### config.mk
export PLATFORM = sky130hd
export DESIGN_NAME = mul_seq
export DESIGN_NICKNAME = d
export VERILOG_FILES = /design/src/rtl/mul_seq.sv
export SDC_FILE = /design/constraint.sdc
export NUM_CORES = 1
export LEC_CHECK = 0
export ABC_CLOCK_PERIOD_IN_PS = 1800
export BUFFER_PORTS_ARGS = -buffer_cell sky130_fd_sc_hd__buf_2
export CORE_MARGIN = 10
export CORE_UTILIZATION = 50
export DETAILED_ROUTE_END_ITERATION = 10
export GPL_ROUTABILITY_DRIVEN = 0
export PLACE_DENSITY = 0.78
export SETUP_SLACK_MARGIN = 0.02
export SLEW_MARGIN = 30
export SYNTH_ARGS = -nofsm -noshare
export SYNTH_HDL_FRONTEND = slang
export SYNTH_SLANG_ARGS = --single-unit
### constraint.sdc
create_clock -name CLK -period 1.8 [get_ports CLK]
set_input_delay 0.27 -clock CLK [delete_from_list [all_inputs] [get_ports CLK]]
set_output_delay 0.27 -clock CLK [all_outputs]
set_load 0.1 [all_outputs]
### src/rtl/mul_seq.sv
// Sequencer driving the 4x4 shift-and-add multiplier: operand load, stepping, product readback.
// Optional MUL_SEQ_ZERO_BYPASS_EN: zero operands skip the multiplier and finish in one cycle.
module mul_seq #(
    parameter int unsigned PULSES = 5
) (
    input  logic       CLK,
    input  logic       RST,
    input  logic       START,
    input  logic [3:0] OPA,
    input  logic [3:0] OPB,
    output logic       BUSY,
    output logic       DONE,
    output logic [7:0] RESULT,
    output logic [3:0] M_DIN,
    output logic       M_LOAD,
    output logic       M_RSEL,
    output logic       M_CLK,
    input  logic [3:0] M_R
);

    localparam int unsigned RUN_LEN = 2 * PULSES;
    localparam int unsigned CW      = $clog2(RUN_LEN + 1);

    typedef enum logic [2:0] {
        S_IDLE,
        S_LOAD_B,
        S_LOAD_A,
        S_RUN,
        S_READ_LO,
        S_READ_HI,
        S_DONE
    } state_t;

    state_t          state_q, state_d;
    logic [3:0]      a_q, a_d;
    logic [3:0]      b_q, b_d;
    logic [CW-1:0]   run_cnt_q, run_cnt_d;
    logic [7:0]      res_q, res_d;
    logic            busy_q, busy_d;
    logic            done_q, done_d;
    logic [3:0]      m_din_q, m_din_d;
    logic            m_load_q, m_load_d;
    logic            m_rsel_q, m_rsel_d;
    logic            m_clk_q, m_clk_d;

    always_ff @(posedge CLK) begin
        if (RST) begin
            state_q   <= S_IDLE;
            a_q       <= '0;
            b_q       <= '0;
            run_cnt_q <= '0;
            res_q     <= '0;
            busy_q    <= 1'b0;
            done_q    <= 1'b0;
            m_din_q   <= '0;
            m_load_q  <= 1'b0;
            m_rsel_q  <= 1'b0;
            m_clk_q   <= 1'b0;
        end else begin
            state_q   <= state_d;
            a_q       <= a_d;
            b_q       <= b_d;
            run_cnt_q <= run_cnt_d;
            res_q     <= res_d;
            busy_q    <= busy_d;
            done_q    <= done_d;
            m_din_q   <= m_din_d;
            m_load_q  <= m_load_d;
            m_rsel_q  <= m_rsel_d;
            m_clk_q   <= m_clk_d;
        end
    end

    always_comb begin
        state_d   = state_q;
        a_d       = a_q;
        b_d       = b_q;
        run_cnt_d = run_cnt_q;
        res_d     = res_q;
        unique case (state_q)
            S_IDLE: begin
                if (START) begin
                    a_d     = OPA;
                    b_d     = OPB;
                    state_d = S_LOAD_B;
`ifdef MUL_SEQ_ZERO_BYPASS_EN
                    if ((OPA == 4'd0) || (OPB == 4'd0)) begin
                        state_d = S_DONE;
                        res_d   = '0;
                    end
`endif
                end
            end
            S_LOAD_B: state_d = S_LOAD_A;
            S_LOAD_A: begin
                state_d   = S_RUN;
                run_cnt_d = '0;
            end
            S_RUN: begin
                if (run_cnt_q == CW'(RUN_LEN - 1)) begin
                    state_d = S_READ_LO;
                end else begin
                    run_cnt_d = run_cnt_q + CW'(1);
                end
            end
            S_READ_LO: begin
                res_d[3:0] = M_R;
                state_d    = S_READ_HI;
            end
            S_READ_HI: begin
                res_d[7:4] = M_R;
                state_d    = S_DONE;
            end
            S_DONE:  state_d = S_IDLE;
            default: state_d = S_IDLE;
        endcase
    end

    // Outputs are decoded from the next state so every pin comes straight off a flop
    // while still lining up with the state it belongs to.
    always_comb begin
        m_din_d  = '0;
        m_load_d = 1'b0;
        m_rsel_d = 1'b0;
        m_clk_d  = 1'b0;
        busy_d   = 1'b0;
        done_d   = 1'b0;
        unique case (state_d)
            S_LOAD_B: begin
                m_load_d = 1'b1;
                m_din_d  = b_d;
                busy_d   = 1'b1;
            end
            S_LOAD_A: begin
                m_load_d = 1'b1;
                m_rsel_d = 1'b1;
                m_din_d  = a_d;
                busy_d   = 1'b1;
            end
            S_RUN: begin
                m_clk_d = ~run_cnt_d[0];
                busy_d  = 1'b1;
            end
            S_READ_LO: begin
                m_rsel_d = 1'b1;
                busy_d   = 1'b1;
            end
            S_READ_HI: busy_d = 1'b1;
            S_DONE:    done_d = 1'b1;
            default: ;
        endcase
    end

    assign BUSY   = busy_q;
    assign DONE   = done_q;
    assign RESULT = res_q;
    assign M_DIN  = m_din_q;
    assign M_LOAD = m_load_q;
    assign M_RSEL = m_rsel_q;
    assign M_CLK  = m_clk_q;

endmodule

Word level (Yosys, flattened, before mapping)
Cells that the tools add are included.
Operators by class
  reduce and logical (&&, ||, !) cells: 7
  multiplexer cells: 14
  equal/unequal tests: 13
  add/sub/neg operators: 1
  bitwise gates (word level): 2
Operators with widths (count)
  $mux W4: 5
  $pmux W3 S6: 1
  $pmux W4 S2: 2
  $eq A3 B3 Y1 const B: 5
  $eq A3 B2 Y1 const B: 4
  $eq A3 B1 Y1 const B: 2
  $mux W3: 2
  $reduce_or A2 Y1: 3
  $reduce_or A5 Y1: 1
  $add A4 B1 Y4 const B: 1
  $eq A4 B4 Y1 const B: 1
  $mux W1: 4
  $logic_not A3 Y1: 1
  $ne A2 B2 Y1 const B: 1
  $not A1 Y1: 2
  $reduce_and A2 Y1: 1
  $reduce_bool A2 Y1: 1
Storage, ports and cells
  register bits: 32
  word-level logic and storage cells: 50
  input port bits: 15

Logic depth before layout (Yosys ltp)
  depth in word-level cells: 6
  gate-level depth with buffers: 5

Worst setup path before layout
Ideal clock, no wire load.
  path type: register -> register
  from: reg run_cnt_q[1]
  to: reg m_clk_q (netlist: M_CLK)
  path buffers: 0
  arrival: 1.350 ns
  cell stages (with the launch flop): 6
  library setup time: 0.074 ns
  path slack: 0.376 ns
  period minus slack after synthesis: 1.424 ns
  cell sequence: dfxtp_1 -> inv_1 -> ha_1 -> and4b_1 -> or4b_1 -> a31oi_1
On the way
  cells in the longest elaborated chain, start to end: 6
  elaborated cells between the ends (all ways): 9
  classes of those cells: eq/ne: 2; mux: 4; bitwise: 2; reduce/logical: 1
RTL lines
  start: declaration: line 37  | logic [CW-1:0] run_cnt_q, run_cnt_d;
  start signal: assignment: line 63  | run_cnt_q <= run_cnt_d;
  $eq A4 B4 Y1 *: line 100  | if (run_cnt_q == CW'(RUN_LEN - 1)) begin
  $mux W3: line 100
  $pmux W3 S6: line 80  | unique case (state_q)
  $eq A3 B2 Y1: line 128  | unique case (state_d)
  $not A1 Y1 (no source line)
  $reduce_or A2 Y1 (no source line)
  end signal: assignment: line 70  | m_clk_q <= m_clk_d;
  end: declaration: line 44  | logic m_clk_q, m_clk_d;
Mark *: on every way between the ends. The rest lies on a longest branch, timed or not. The select of a mux whose other input is x is not followed.
A chain may end at the register's enable or synchronous reset.

Worst setup path in the final report
Ends and elaborated chain as after synthesis.

==> impl_metrics.yaml <==
status:
  status: "finished, final reports clean"
synthesis:
  syn_avg_cell_area_um2: 10.0
  synth_area_leaders: "dfxtp_1 (47%), mux2i_1 (10%), nor2_1 (5.1%)"
  syn-instance-count: 118
  synthSimpleGateAreaFrac_pct: 25.4
  synth_area_um2: 1180
  synth-xor-area-share_pct: 0
  synth_top_area_share_pct: 47.4
  synth_cell_type_count: 27
  synth_compound_area_share_pct: 10.3
  synthFlopType: "dfxtp_1"
  async_reset_ff_share_pct: 0
  synth_nets: 135
  synth_top_family_by_area: "simple AND/OR/NAND/NOR gates"
  synth-seq-area-share_pct: 47.4
  synthAdderAreaFrac_pct: 2.11
  synth_edf_count: 0
  ys_ff_latch: 28
  yosys.area.top_type: "dfxtp_1"
  synth.area.mux_share_pct: 10.1
  ys_warn_count: 0
sta:
  fin_tns_setup_ns: 0
  max_freq_ghz: 0.647
  hold_viol_final: 0
  fin_skew_ns: 0.00625
  fin_ws_ns: 0.254
  setup_violations: 0
  slew_headroom_pct: 64.9
  period_share_pct: 85.9
  rsz0062_at_grt: "no"
  worstMarginPinSlew_ns: 0.526
  drv_slew: 0
  finalCriticalPeriod_ns: 1.55
cts:
  cts.htree.levels: 1
  clk_pin_slew_worst_paths_ns: 0.14
  cts_setup_buffers: 0
  worstSkewPairLatency_ns: 0.32
  cts_made_buffers: 3
  cts_resized: 0
  cts_root_buf: "clkbuf_4"
  clockBufferDepth: 2
  holdBufCountCts: 0
  cts_tree: "yes"
  numClockSinks: 28
detailed_routing:
  wirelength_um: 2370
  drtIter0Drc: 28
  drt-vias-per-instance: 5.11
  wl_per_cell_um: 13.6
  num_vias: 889
  firstDrtPassIters: 4
  ant_nets: 0
  drc_errors: 0
place:
  port_buffers: 31
  pre_cts_ws_ns: 0.291
  hpwlAfterDp_um: 1870
global_routing:
  grt_overflow: 0
  grt_pass1_vias: 867
  met3_usage_pct: 3.70
  grt_pass1_wl_um: 3880
  busiest_layer: "met2"
  antenna_found_initial: 0
  grt_max_degree: 16
  use_met2_pct: 17.6
  met1_usage_pct: 12.4
  track_usage_pct: 10.5
pwr:
  cellLeakagePower_nw: 0.589
  power_density_nw_per_um2: 851
  p_seq_share_pct: 58.6
  power_frac_comb_pct: 20.2
  internal-power_mw: 0.793
  switching_share_pct: 31.2
  p_clk_share_pct: 21.2
  p_switching_mw: 0.360
  irDropWorstVdd_v: 0.000558
cells_and_area:
  final_nets: 165
  area_growth_pct: 14.5
  drive_gt1_share_pct: 28.1
  n_antenna_cell: 0
floorplan:
  dieArea_um2: 4710
  io_pins: 32
  rows: 17
  die_y_um: 68.7
  fp.coreArea_um2: 2230
  die_w_um: 68.7
  initial_utilization_pct: 53.0
worst_setup_path:
  path_max_fanout: 5
  critPathKind: "reg2reg"
  crit_path_start_kind: "register"
  critPathArrivalTime_ns: 1.80
  setup.worst_path.end_class: "register"
  cp.required_ns: 2.05
job:
  cap_violations: 0
min_path:
  hold_class: "in2reg"
[metal layers]
layer | wire length [um] | vias to the layer above
li1 | - | 468
met1 | 1120 | 398
met2 | 1100 | 21
met3 | 134 | 2
met4 | 17 | 0
met5 | 0 | -
[sequential cells by signal, summed over array words and instances (netlist names)]
signal and count:
M_CLK 1, M_RSEL 1, M_DIN 4, a_q 4, DONE 1, BUSY 1, RESULT 8, M_LOAD 1
state_q 3, run_cnt_q 4
[critical path, cell delays in order, from the launching register on]
cell and delay (ns):
dfxtp_1 0.39, inv_1 0.05, ha_1 0.18, and4b_1 0.25, or4b_1 0.47, a31oi_1 0.14
[cell type report]
type	count	area, um^2
clock buffers	3	22.5
multi-input cells	81	567
well taps	28	35.0
fillers	213	878
flip-flops and latches	28	561
repair buffers	32	163
inverters	2	7.51
[layout by cell type (no fill, tap or decap)]
cell	synthesis	layout
nand2b_1	4	4
nand3b_1	7	7
a31oi_1	2	2
or4b_1	1	1
dfxtp_1	28	28
nor4b_4	1	1
or2b_1	1	1
nand4_1	1	1
and4b_1	1	1
buf_2	0	31
or3b_1	1	1
nor4bb_1	1	1
nor2_1	16	16
a2111oi_0	1	1
mux2i_1	12	12
nor3b_4	2	2
a21oi_1	11	11
inv_1	2	2
ha_1	2	2
buf_4	2	1
o21ai_0	9	9
clkbuf_4	0	3
nand2_1	2	2
nand3_1	2	2
nor2b_1	1	1
and3b_4	1	1
or2_2	2	2
[synthesized netlist by cell type, types with 2 or more instances]
cell type  number
nor3b_4         2
o21ai_0         9
buf_6           2
nand3_1         2
nor2_1         16
nand2b_1        4
nand3b_1        7
a31oi_1         2
inv_1           2
nand2_1         2
ha_1            2
mux2i_1        12
dfxtp_1        28
buf_4           2
a21oi_1        11
or2_2           2
clkbuf_1        3
[path summary, 6_finish.rpt]
kind / startpoint / to / slack, ns / cells past startpoint
max: run_cnt_q[1] / M_CLK / 0.25 / 5
min: OPA[3] / a_q[3] / 0.19 / 3
max reg2reg: run_cnt_q[1] / M_CLK / 0.25 / 5
min reg2reg: a_q[3] / M_DIN[3] / 0.49 / 2
[stage by stage]
stage	util, %	cells	hold slack [ns]	area (um^2)	power [mW]
CTS	60.7	174	0.184	1360	1.16
global route	60.7	174	0.189	1360	1.20
finish	60.7	174	0.189	1360	1.15
floorplan	-	118	0.358	1180	0.886
detailed placement	59.7	171	0.476	1330	0.924
global placement	59.7	171	0.469	1330	0.919
[power groups by stage]
stage | Sequential, mW | Combinational (mW) | Clock (mW)
final | 0.676 | 0.233 | 0.244
after global routing | 0.682 | 0.248 | 0.275
after CTS | 0.676 | 0.235 | 0.251
after detailed placement | 0.690 | 0.234 | 0
after global placement | 0.689 | 0.230 | 0
after floorplan | 0.781 | 0.105 | 0
[cells by family (layout without fill, tap and decap cells)]
| family | after synthesis | count (layout) |
|---|---|---|
| adder cells (fa/ha/maj) | 2 | 2 |
| AND/OR/NAND/NOR | 44 | 44 |
| buffers and inverters | 9 | 37 |
| flip-flops | 28 | 28 |
| multiplexers | 12 | 12 |
| AO/OA/AOI/OAI | 23 | 23 |
Power figures use the tool's default switching activity.
